**config.mk**
```make
export PLATFORM = sky130hd
export DESIGN_NAME = instr_prefetch_unit
export DESIGN_NICKNAME = d
export VERILOG_FILES = /design/src/rtl/instr_prefetch_unit.sv
export SDC_FILE = /design/constraint.sdc
export NUM_CORES = 1
export LEC_CHECK = 0
export ABC_AREA = 0
export CAP_MARGIN = 20
export CELL_PAD_IN_SITES_DETAIL_PLACEMENT = 1
export CELL_PAD_IN_SITES_GLOBAL_PLACEMENT = 1
export CORE_MARGIN = 4
export CORE_UTILIZATION = 49
export CTS_CLUSTER_DIAMETER = 30
export DETAILED_ROUTE_END_ITERATION = 10
export PLACE_DENSITY_LB_ADDON = 0.1
export SKIP_LAST_GASP = 1
export SYNTH_ARGS = -nofsm -noshare
export SYNTH_HDL_FRONTEND = slang
export SYNTH_SLANG_ARGS = --single-unit
```
**constraint.sdc**
```tcl
create_clock -name clk_i -period 8.3 [get_ports clk_i]
set_input_delay 1.66 -clock clk_i [delete_from_list [all_inputs] [get_ports clk_i]]
set_output_delay 1.66 -clock clk_i [all_outputs]
set_load 0.01 [all_outputs]
```
**src/rtl/instr_prefetch_unit.sv**
```systemverilog
// Instruction prefetch queue between the instruction memory port and the ID stage.
// Keeps fetching while decode is held, retargets in one cycle on a taken redirect,
// and freezes completely whenever the global mem_ready_i stall is low.
module instr_prefetch_unit #(
  parameter int                 DEPTH      = 4,
  parameter int                 ADDR_W     = 32,
  parameter logic [ADDR_W-1:0]  RESET_ADDR = '0
) (
  input  logic                       clk_i,
  input  logic                       rst_ni,
  input  logic                       mem_ready_i,
  input  logic [31:0]                instr_mem_data_i,
  output logic [ADDR_W-1:0]          instr_mem_addr_o,
  output logic                       instr_mem_rd_o,
  input  logic                       redirect_i,
  input  logic [ADDR_W-1:0]          redirect_addr_i,
  input  logic                       id_ready_i,
  output logic                       id_valid_o,
  output logic [31:0]                id_instr_o,
  output logic [ADDR_W-1:0]          id_addr_o,
  output logic [$clog2(DEPTH):0]     level_o
);

  localparam int IW = $clog2(DEPTH);
  localparam int PW = IW + 1;
  localparam logic [31:0] NOP = 32'h00000013;

  logic [ADDR_W-1:0] pc;
  logic [PW-1:0]     wr_ptr;
  logic [PW-1:0]     rd_ptr;
  logic [PW-1:0]     count;
  logic [ADDR_W-1:0] addr_q  [DEPTH];
  logic [31:0]       instr_q [DEPTH];

  logic full;
  logic empty;
  logic push;
  logic pop;
  logic redirect_take;

  // Occupancy flags and the handshake events for this cycle; fetch never looks at id_ready_i
  always_comb begin
    full           = (count == PW'(DEPTH));
    empty          = (count == '0);
    instr_mem_rd_o = rst_ni & ~full & ~redirect_i;
    push           = instr_mem_rd_o & mem_ready_i;
    pop            = ~empty & id_ready_i & mem_ready_i & ~redirect_i;
    redirect_take  = redirect_i & mem_ready_i;
  end

  // Head entry presented to decode; a NOP at address zero when the queue is empty
  always_comb begin
    instr_mem_addr_o = pc;
    id_valid_o       = ~empty;
    level_o          = count;
    id_instr_o       = NOP;
    id_addr_o        = '0;
    if (!empty) begin
      id_instr_o = instr_q[rd_ptr[IW-1:0]];
      id_addr_o  = addr_q[rd_ptr[IW-1:0]];
    end
  end

  // PC, pointers and count; reset beats redirect, redirect beats push/pop, stall freezes all
  always_ff @(posedge clk_i) begin
    if (!rst_ni) begin
      pc     <= RESET_ADDR;
      wr_ptr <= '0;
      rd_ptr <= '0;
      count  <= '0;
    end else if (redirect_take) begin
      pc     <= {redirect_addr_i[ADDR_W-1:2], 2'b00};
      wr_ptr <= '0;
      rd_ptr <= '0;
      count  <= '0;
    end else begin
      if (push) begin
        pc     <= pc + ADDR_W'(4);
        wr_ptr <= wr_ptr + PW'(1);
      end
      if (pop) begin
        rd_ptr <= rd_ptr + PW'(1);
      end
      case ({push, pop})
        2'b10:   count <= count + PW'(1);
        2'b01:   count <= count - PW'(1);
        default: count <= count;
      endcase
    end
  end

  // Queue storage; contents need no reset because count gates visibility
  always_ff @(posedge clk_i) begin
    if (rst_ni && push) begin
      addr_q[wr_ptr[IW-1:0]]  <= pc;
      instr_q[wr_ptr[IW-1:0]] <= instr_mem_data_i;
    end
  end

endmodule

```
Word level (Yosys, flattened, before mapping)
Memories as Yosys holds them, arrays and structs flattened. A register that Yosys moved wholly into a read port is not among the register bits.
Index checks and enable logic that the tools add are counted.
{"block": "totals", "in_bits": 69, "ram_bits": 256, "n_memories": 2, "output_inout_bits": 101, "ff_bits": 41}
{"name": "addr_q", "words": 4, "width": 32, "read_ports": 1, "rd_ports_with_merged_regs": 1, "write_ports": 1, "line": "32", "text": "logic [ADDR_W-1:0] addr_q [DEPTH];"}
{"name": "instr_q", "words": 4, "width": 32, "read_ports": 1, "rd_ports_with_merged_regs": 1, "write_ports": 1, "line": "33", "text": "logic [31:0] instr_q [DEPTH];"}
{"block": "op_classes", "add_sub_neg": 5, "n_eq_ne": 3, "bitwise_logic": 11, "n_reduce_logical": 5, "muxes": 11}
{"cell": "two-way mux 32 bit", "count": 4}
{"cell": "adder 32 x 3 -> 32 bit (second input constant)", "count": 1}
{"cell": "adder 3 x 1 -> 3 bit (second input constant)", "count": 3}
{"cell": "two-way mux 2 bit", "count": 4}
{"cell": "bitwise AND 1 bit", "count": 7}
{"cell": "one-hot mux 3 bit (2 select lines)", "count": 1}
{"cell": "NOT 1 bit", "count": 4}
{"cell": "nonzero test 2 bit", "count": 2}
{"cell": "equality test 3 bit (second input constant)", "count": 1}
{"cell": "logical NOT 3 bit", "count": 1}
{"cell": "subtractor 3 x 1 -> 3 bit (second input constant)", "count": 1}
{"cell": "equality test 2 x 1 -> 1 bit (second input constant)", "count": 1}
{"cell": "equality test 2 bit (second input constant)", "count": 1}
{"cell": "two-way mux 1 bit", "count": 2}
{"cell": "OR reduction 2 bit", "count": 1}
{"cell": "logical AND 1 bit", "count": 1}

Depth between registers and ports, before layout
{"block": "depth", "word_depth": 8, "mapped_depth": 10, "mapped_depth_nobuf": 9}

Worst setup path after synthesis
OpenSTA, ideal clock, no wires.
{"block": "synth_timing", "path_type": "input to output", "startpoint": "input port rst_ni", "endpoint": "output port instr_mem_rd_o", "path_slack_ns": 4.312, "arrival_time_ns": 2.328, "cell_stages": 3, "cell_sequence": "clkbuf_1 inv_1 nor3_1"}
{"block": "synth_via", "elab_chain_cells": 2}
{"element": "start, declared", "line": "10", "text": "input logic rst_ni,"}
{"element": "bitwise AND 1 bit (2 in series)", "line": "45", "text": "instr_mem_rd_o = rst_ni & ~full & ~redirect_i;"}
{"element": "end, declared", "line": "14", "text": "output logic instr_mem_rd_o,"}
No other way between the ends.

Final worst setup path
Ends and elaborated chain as after synthesis.

==> results.sh <==
export IMPL_outcome="complete, no violations"
export IMPL_reg2regPathDepth=9
export IMPL_layout_nets=925
export IMPL_grt_pass1_vias=7589
export IMPL_die_area_um2=26200
export IMPL_synthMuxAreaShare_pct=12.1
export IMPL_drc_errors=0
export IMPL_initial_utilization_pct=49.6
export IMPL_reg2reg_slack_ns=5.18
export IMPL_post_route_util_pct=66.0
export IMPL_die_y_um=162
export IMPL_layout_common_cells="248 x edfxtp_1, 163 x clkdlybuf4s50_1, 62 x mux4_2"
export IMPL_drive_above_1_share_pct=21.1
export IMPL_postPlaceCellArea_um2=13500
export IMPL_peakVddDrop_mv=0.171
export IMPL_grt_overflow=0
export IMPL_slowest_stage="clkdlybuf4s50_1"
export IMPL_cts_root_buf="clkbuf_16"
export IMPL_port_buffers=163
export IMPL_clock_latency_ns=0.55
export IMPL_n_antenna_cell=0
export IMPL_required_ns=6.64
export IMPL_cts_tree="done"
export IMPL_synth_cells=660
export IMPL_synthesis_area_um2=11600
export IMPL_hold_depth=2
export IMPL_path_common_cell="clkdlybuf4s50_1"
export IMPL_max_freq_ghz=0.193
export IMPL_syn_to_final_growth_pct=33.1
export IMPL_min_period_over_period_pct=62.4
export IMPL_antenna_found_initial=0
export IMPL_ant_nets=0
export IMPL_gp_congestion=0.788
export IMPL_synth_top_family_by_area="multiplexers"
export IMPL_grt_total_usage_pct=21.8
export IMPL_setup_viol=0
export IMPL_ctsResizeCount=0
export IMPL_io_pins=170
export IMPL_grt_pass1_wl_um=44000
export IMPL_ys_flop_type="edfxtp_1"
export IMPL_hp_class="reg -> reg"
export IMPL_yosysUniqueCellTypes=52
export IMPL_hold_start="wr_ptr[1]"
export IMPL_synth_fa_ha_area_share_pct=0.820
export IMPL_grt_max_degree=63
export IMPL_vias_per_cell=5.51
export IMPL_numCtsBuffers=55
export IMPL_critPathMaxFanout=32
export IMPL_finalMaxSlewViolations=0
export IMPL_yosysTopAreaCell="edfxtp_1"
export IMPL_r2r_end="level_o[2]"
export IMPL_yosysSeqAreaShare_pct=70.9
export IMPL_p_leak_uw=0.00504
export IMPL_dp_hpwl_um=16600
export IMPL_skew_ns=0.0147
export IMPL_fin_area_um2=15400
export IMPL_synthTopCellsByArea="edfxtp_1 64%, mux4_2 12%, dfxtp_1 6.7%"
export IMPL_n_fill_cell=2086
export IMPL_die_x_um=162
export IMPL_crit_path_cell_trace="clkdlybuf4s50_1 -> buf_4 -> inv_1 -> nor3_1 -> clkdlybuf4s50_1"
export IMPL_ys_warn_count=0
export IMPL_vias=6691
export IMPL_rsz0062_at_grt="false"
export IMPL_slew_headroom_pct=31.5
export IMPL_critical_path_class="in -> out"
export IMPL_syn_area_per_cell_um2=17.6
export IMPL_setup_tns_ns=0
export IMPL_async_reset_ff_share_pct=0
export IMPL_synthXorXnorAreaFrac_pct=2.11
export IMPL_post_cts_buffers=0
export IMPL_yosys_area_share_simple_pct=8.93
export IMPL_slowest_delay_ns=0.59
export IMPL_wl_per_cell_um=23.2
export IMPL_hold_buffers=0
export IMPL_start_kind="input port"
export IMPL_fin_crit_ns=5.18
export IMPL_power_density_nw_per_um2=260
export IMPL_placed_cells=1111
export IMPL_ys_ff_latch=287
export IMPL_clkSlewWorstSetupHoldPaths_ns=0.05
export IMPL_layout_commonest_cell="edfxtp_1"
export IMPL_whs_endpoint="wr_ptr[1]"
export IMPL_cts_sinks=287
export IMPL_worst_slew_pin_slew_ns=1.03
export IMPL_wirelength_um=28100
export IMPL_instances_no_fill=1214
export IMPL_worstSetupEndpointType="primary output"
export IMPL_hold_worst_slack_ns=0.517
export IMPL_cp_data_arrival_time_ns=3.52
export IMPL_cts_max_path_buffers=3
export IMPL_rows=56
export IMPL_final_hold_viol_count=0
export IMPL_dr_first_iter_drc_count=464
export IMPL_cpLargestDelayFamily="buffers and inverters"
export IMPL_cp_num_buf_inv=4
export IMPL_first_pass_iters=5
export IMPL_max_cap_viol_count=0
export IMPL_htreeDepth=2
export IMPL_timing_rr_start="level_o[0]"
export IMPL_synth_compound_area_share_pct=3.12
export IMPL_core_area_um2=23400
export IMPL_yosys_area_top_type_share_pct=64.2
export IMPL_synth_enable_flop_cells=248
## worst max-delay path by stage
stage                       from              to  slack [ns]  cells after the start
final                     rst_ni  instr_mem_rd_o        3.12                      5
after global routing        flop   id_instr_o[1]        2.96                      4
after detailed placement  rst_ni  instr_mem_rd_o        3.16                      5
after floorplan           rst_ni  instr_mem_rd_o        4.31                      3
after global placement    rst_ni  instr_mem_rd_o        3.16                      5
after CTS                   flop   id_instr_o[1]        3.11                      4
## state kept, by name, indices dropped and copies added (netlist names), named ones only
name,cells
instr_q,128
addr_q,120
rd_ptr,2
level_o,3
wr_ptr,2
instr_mem_addr_o,30
## power by group
part | switching (uW) | internal (uW) | leakage [uW]
Combinational | 73.8 | 86.7 | 0.00151
Clock | 752 | 1480 | 0.000911
Sequential | 29.0 | 1590 | 0.00261
## worst register-to-register path: cells and delay by family, from the launching register on
family / cells / cell delay [ns]
AND/OR/NAND/NOR: 3 / 1.47
buffers and inverters: 2 / 0.51
flip-flops: 1 / 0.37
AO/OA/AOI/OAI: 1 / 0.21
adder cells (fa/ha/maj): 2 / 0.41
XOR/XNOR: 1 / 0.08
## Yosys cell counts, types with 11 or more instances
cell type,n
edfxtp_1,248
mux4_2,62
and2_1,61
dfxtp_1,39
a21oi_1,26
o21ai_0,25
clkbuf_1,22
xnor2_1,19
nand2_1,16
nor2_1,14
nand3_1,12
inv_1,11
## through the flow
| step | setup WS [ns] | power (uW) |
|---|---|---|
| after global placement | 3.16 | 1800 |
| after floorplan | 4.31 | 1700 |
| final | 3.12 | 4010 |
| after CTS | 3.11 | 4050 |
| after detailed placement | 3.16 | 1810 |
| after global routing | 2.96 | 4150 |
## cells by family (layout without fill, tap and decap cells)
logic type | Yosys count | after routing
XOR/XNOR | 28 | 28
multiplexers | 63 | 63
buffers and inverters | 50 | 282
flip-flops | 287 | 287
adder cells (fa/ha/maj) | 7 | 7
AND/OR/NAND/NOR | 159 | 159
other | 1 | 4
AO/OA/AOI/OAI | 65 | 65
## per-layer routing
| layer | share of wire (%) | wire length [um] | vias to the layer above | GRT usage [%] |
|---|---|---|---|---|
| li1 | - | - | 2992 | - |
| met1 | 41 | 11600 | 3458 | 28.2 |
| met2 | 52 | 14600 | 199 | 38.1 |
| met3 | 5.2 | 1480 | 42 | 4.47 |
| met4 | 1.9 | 526 | 0 | 5.88 |
| met5 | 0 | 0 | - | 0 |
## area by class of cell
class	count	area, um2	share of cell area, %
multi-input combinational	326	3180	20.6
clock inverter	40	454	2.94
sequential	287	8240	53.4
inverter	12	45.0	0.292
clock buffer	63	1450	9.38
tap	319	399	2.59
timing repair buffer	167	1670	10.8
Note: power is estimated with default switching activity, not from simulation.
